`src/rtl/prbs_link_monitor.sv`:
```
// PRBS7 loopback generator/checker with lock FSM, sticky error flag and saturating error count.
// Optional word-error injection on genrate_err is compiled in with PRBS_ERR_INJECT_EN.
module prbs_link_monitor #(
  parameter int DATA_W   = 16,
  parameter int LOCK_CNT = 16,
  parameter int LOSS_CNT = 4
) (
  input  logic              clk,
  input  logic              reset,
  input  logic              start,
  input  logic              clear,
  input  logic              genrate_err,
  input  logic [DATA_W-1:0] rx_data,
  input  logic              rx_data_valid,
  output logic [DATA_W-1:0] tx_data,
  output logic              tx_valid,
  output logic              rx_val,
  output logic              rx_lock,
  output logic              rx_error,
  output logic [31:0]       error_count
);

  typedef enum logic [1:0] {IDLE, SEED, TRAIN, LOCKED} state_t;

  // Generator word: the bit shifted out of s[6] on each of DATA_W steps.
  function automatic logic [DATA_W-1:0] gen_word(input logic [6:0] s);
    logic [DATA_W-1:0] w;
    logic [6:0]        t;
    t = s;
    w = '0;
    for (int i = DATA_W-1; i >= 0; i--) begin
      w[i] = t[6];
      t    = {t[5:0], t[6] ^ t[5]};
    end
    return w;
  endfunction

  function automatic logic [6:0] gen_next(input logic [6:0] s);
    logic [6:0] t;
    t = s;
    for (int i = 0; i < DATA_W; i++) t = {t[5:0], t[6] ^ t[5]};
    return t;
  endfunction

  // Checker view: state holds the last 7 stream bits, so the next word is the feedback bits.
  function automatic logic [DATA_W-1:0] pred_word(input logic [6:0] s);
    logic [DATA_W-1:0] w;
    logic [6:0]        t;
    t = s;
    w = '0;
    for (int i = DATA_W-1; i >= 0; i--) begin
      w[i] = t[6] ^ t[5];
      t    = {t[5:0], w[i]};
    end
    return w;
  endfunction

  logic [6:0]        lfsr;
  logic [DATA_W-1:0] inj_mask;

`ifdef PRBS_ERR_INJECT_EN
  logic err_d, inj_pend, inj;
  // A rising edge seen while start=0 waits for the next emitted word.
  assign inj      = (genrate_err & ~err_d) | inj_pend;
  assign inj_mask = {{(DATA_W-1){1'b0}}, inj};

  always_ff @(posedge clk or negedge reset) begin
    if (!reset) begin
      err_d    <= 1'b0;
      inj_pend <= 1'b0;
    end else begin
      err_d    <= genrate_err;
      inj_pend <= start ? 1'b0 : inj;
    end
  end
`else
  logic unused_genrate_err;
  assign unused_genrate_err = genrate_err;
  assign inj_mask           = '0;
`endif

  always_ff @(posedge clk or negedge reset) begin
    if (!reset) begin
      lfsr     <= 7'h7F;
      tx_data  <= '0;
      tx_valid <= 1'b0;
    end else begin
      tx_valid <= start;
      if (start) begin
        lfsr    <= gen_next(lfsr);
        tx_data <= gen_word(lfsr) ^ inj_mask;
      end
    end
  end

  state_t            state, state_n;
  logic [6:0]        pred_st, pred_st_n;
  logic [7:0]        good, good_n, bad, bad_n;
  logic [DATA_W-1:0] pred;
  logic              match, cnt_err;

  assign pred  = pred_word(pred_st);
  assign match = (rx_data == pred);

  always_comb begin
    state_n   = state;
    pred_st_n = pred_st;
    good_n    = good;
    bad_n     = bad;
    cnt_err   = 1'b0;
    if (!start) begin
      state_n = IDLE;
      good_n  = '0;
      bad_n   = '0;
    end else if (rx_data_valid) begin
      case (state)
        IDLE, SEED: begin
          pred_st_n = rx_data[6:0];
          good_n    = '0;
          bad_n     = '0;
          // An all-zero seed would lock the predictor at zero.
          state_n   = (rx_data[6:0] == 7'd0) ? SEED : TRAIN;
        end
        TRAIN: begin
          if (match) begin
            pred_st_n = pred[6:0];
            good_n    = good + 8'd1;
            if (good == 8'(LOCK_CNT-1)) begin
              state_n = LOCKED;
              good_n  = '0;
              bad_n   = '0;
            end
          end else begin
            good_n  = '0;
            state_n = SEED;
          end
        end
        LOCKED: begin
          pred_st_n = pred[6:0];
          if (match) begin
            bad_n = '0;
          end else begin
            cnt_err = 1'b1;
            bad_n   = bad + 8'd1;
            if (bad == 8'(LOSS_CNT-1)) begin
              state_n = SEED;
              bad_n   = '0;
            end
          end
        end
        default: state_n = IDLE;
      endcase
    end
  end

  always_ff @(posedge clk or negedge reset) begin
    if (!reset) begin
      state   <= IDLE;
      pred_st <= 7'h7F;
      good    <= '0;
      bad     <= '0;
    end else begin
      state   <= state_n;
      pred_st <= pred_st_n;
      good    <= good_n;
      bad     <= bad_n;
    end
  end

  assign rx_lock = (state == LOCKED);

  always_ff @(posedge clk or negedge reset) begin
    if (!reset) begin
      rx_val      <= 1'b0;
      rx_error    <= 1'b0;
      error_count <= '0;
    end else begin
      rx_val <= rx_data_valid;
      if (clear) begin
        rx_error    <= 1'b0;
        error_count <= '0;
      end else if (cnt_err) begin
        rx_error <= 1'b1;
        if (error_count != 32'hFFFF_FFFF) error_count <= error_count + 32'd1;
      end
    end
  end

endmodule

```
`config.mk`:
```
export PLATFORM = sky130hd
export DESIGN_NAME = prbs_link_monitor
export DESIGN_NICKNAME = d
export VERILOG_FILES = /design/src/rtl/prbs_link_monitor.sv
export SDC_FILE = /design/constraint.sdc
export NUM_CORES = 1
export LEC_CHECK = 0
export BUFFER_PORTS_ARGS = -buffer_cell sky130_fd_sc_hd__buf_4
export CORE_UTILIZATION = 35
export CTS_BUF_LIST = sky130_fd_sc_hd__clkbuf_8
export DETAILED_ROUTE_END_ITERATION = 7
export PLACE_DENSITY = 0.62
export SYNTH_ARGS = -nofsm -noshare
export SYNTH_HDL_FRONTEND = slang
export SYNTH_SLANG_ARGS = --single-unit
export TNS_END_PERCENT = 50
```
`constraint.sdc`:
```
create_clock -name clk -period 2.94 [get_ports clk]
set_input_delay 0.588 -clock clk [delete_from_list [all_inputs] [get_ports clk]]
set_output_delay 0.588 -clock clk [all_outputs]
set_load 0.005 [all_outputs]
```
==> flow_summary_export.csv <==
group,metric,value,unit
logic_synthesis,async_reset_ff_share,100.0,%
clock_tree,clock_latency,0.36,ns
logic_synthesis,syn-instance-count,531,
die,top_level_ports,74,
clock_tree,cts.sinks,83,
logic_synthesis,synth_cell_type_count,55,
setup_path,cp.required,3.23,ns
drt,drtAntennaViolNets,0,
final_layout,n_antenna_cell,0,
timing,max_freq,353.7,MHz
logic_synthesis,synth_edf_count,0,
logic_synthesis,ys_warn_count,0,
logic_synthesis,synth_seq_area_share,42.35,%
logic_synthesis,ys_seq_elements,83,
grt,grt_usage,16.39,%
logic_synthesis,syn_area,4946,um2
job,drv_cap,0,
final_layout,layout_commonest_cell,"buf_4",
die,rows,43,
grt,grt_pass1_wl,19.42,mm
drt,drt-pass1-iter-count,4,
clock_tree,cts_max_level,3,
timing,min_period,2.827,ns
die,core-area,13830,um2
timing,worstMarginPinSlew,0.7817,ns
setup_path,crit_arrival,3.11,ns
final_layout,areaGrowthSynthToFinish,20.95,%
grt,antenna_found_initial,0,
logic_synthesis,synthFlopType,"dfrtp_1",
timing,fin_tns_setup,0,ns
timing,timing.final.hold_violations,0,
hold_path,hp-class,"in -> async",
power_and_ir_drop,power.density,679.4,nW/um2
final_layout,nets,627,
setup_path,critPathCaptureType,"flop",
timing,slew-limit-headroom,47.64,%
clock_tree,clk_pin_slew,0.09,ns
final_layout,final_cell_mix,"buf_4 (96), dfrtp_1 (69), nor2_1 (41), a21oi_1 (40), nand2_1 (39)",
timing,setup_viol,0,
grt,grt_pass1_vias,4024,
power_and_ir_drop,cellLeakagePower,0.002460,uW
final_layout,fin_util,43.26,%
drt,wl,11.61,mm
grt,grt_overflow,0,
grt,grt_max_degree,49,
status,outcome,"finished, final reports clean",
clock_tree,cts_buffer_depth,2,
timing,holdWs,0.2375,ns
drt,drc,0,
final_layout,drive_gt1_share,27.84,%
clock_tree,numCtsBuffers,9,
logic_synthesis,avgSynthCellArea,9.314,um2
logic_synthesis,syn-num-nets,556,
die,die-area,14610,um2
placement,dp_cells,762,
placement,place_congestion,0.8199,
placement,io_buffers,72,
die,die_h,120.9,um
final_layout,fin_area,5982,um2
power_and_ir_drop,irDropWorstVdd,0.4254,mV
die,die_w,120.9,um
setup_path,start_kind,"flop",
setup_path,path_class,"reg -> reg",
timing,slew_violations,0,
die,start_util,35.77,%
placement,dpl-instance-area,5669,um2
setup_path,crit_path_max_fanout,27,
drt,num_vias,4260,
clock_tree,tritoncts,"done",
drt,drtIter0Drc,271,
drt,vias_per_cell,5.413,
timing,skew,0.007987,ns
clock_tree,root_buffer,"clkbuf_8",
timing,timing.final.crit_share,96.17,%
final_layout,instances_no_fill,787,
drt,wl_per_cell,14.76,um
placement,hpwl,8.146,mm
[synth_stat cells, drive strengths merged (6+ instances only)]
master	number	share of area [%]
dfrtp	69	35
a21oi	41	4.1
nor2	41	3.1
nand2	40	3.1
mux2	28	6.4
xnor2	26	4.6
nand3	24	2.4
buf	19	2.5
clkbuf	19	1.4
nor3	18	1.8
o21ai	17	1.8
or4	15	2.3
dfstp	14	7.4
nand4	13	1.6
nor2b	12	1.5
o31ai	12	1.8
nor4	11	1.4
or3	10	1.3
xor2	10	1.8
inv	9	0.68
and3	8	1.0
and2	6	0.76
mux2i	6	1.2
or2	6	0.76
[through the flow]
step                      setup slack, ns  total power (uW)
after floorplan                    0.3723              2619
after global placement             0.1225              2988
after detailed placement          0.06007              3030
after CTS                         0.03098              4017
after global routing            -0.003152              4333
final                              0.1125              4064
[final timing paths]
| check | end | slack [ns] | depth (start not counted) | start |
|---|---|---|---|---|
| max | error_count[11]$_DFFE_PN0P_ | 0.11 | 10 | pred_st[3]$_DFFE_PN1P_ |
| min | rx_val$_DFF_PN0_ | 0.24 | 1 | reset |
| max reg2reg | error_count[11]$_DFFE_PN0P_ | 0.11 | 10 | pred_st[3]$_DFFE_PN1P_ |
| min reg2reg | bad[7]$_DFFE_PN0P_ | 0.50 | 1 | bad[7]$_DFFE_PN0P_ |
| max in group asynchronous | error_count[23]$_DFFE_PN0P_ | 1.99 | 2 | reset |
| min in group clk | rx_val$_DFF_PN0_ | 0.39 | 1 | rx_data_valid |
[what timing repair did]
item                       CTS  global route
hold buffers                 0             0
buffers inserted             0             9
setup endpoints to repair    0             5
gates resized for setup      0             4
[kinds of logic after synthesis]
logic type      share of synthesized area, %
mux                                    7.589
fa+ha+maj                             0.7590
xor+xnor                               7.741
buf+inv                                4.654
simple gates                           22.97
compound gates                         13.94
flops                                  42.35
[power by group]
part           switching [uW]  internal (uW)
Combinational             599            848
Sequential                239           1420
Clock                     433            528
Total                    1270           2790
[state kept, by name, indices dropped and copies added (netlist names)]
| signal | flops |
|---|---|
| rx_val | 1 |
| state | 2 |
| rx_error | 1 |
| lfsr | 7 |
| bad | 8 |
| error_count | 32 |
| pred_st | 7 |
| tx_data | 16 |
| good | 8 |
| tx_valid | 1 |
[per-layer routing]
layer	track usage [%]	part of all wire, %	vias to the layer above
met2	26.32	49	79
met1	22.42	47	2092
li1	-	-	2079
met4	5.324	1.1	0
met3	2.679	3.3	10
met5	0	0	-
[critical path: stages (launching register included)]
cell      delay [ns]
dfstp_2         0.59
xnor3_2         0.46
xnor3_1         0.22
nor2_1          0.04
nor4bb_1        0.13
buf_4           0.15
and2_4          0.18
buf_12          0.16
buf_4           0.17
or4_4           0.52
a21oi_2         0.15
[final cells by class]
class / count / area, um2
well taps: 180 / 225.2
repair buffers: 98 / 760.7
clock inverters: 5 / 83.83
fillers: 1363 / 7845
inverters: 9 / 33.78
multi-input cells: 401 / 2633
flip-flops and latches: 83 / 2095
clock buffers: 11 / 151.4
No activity file was read; power rests on OpenSTA's default activity.
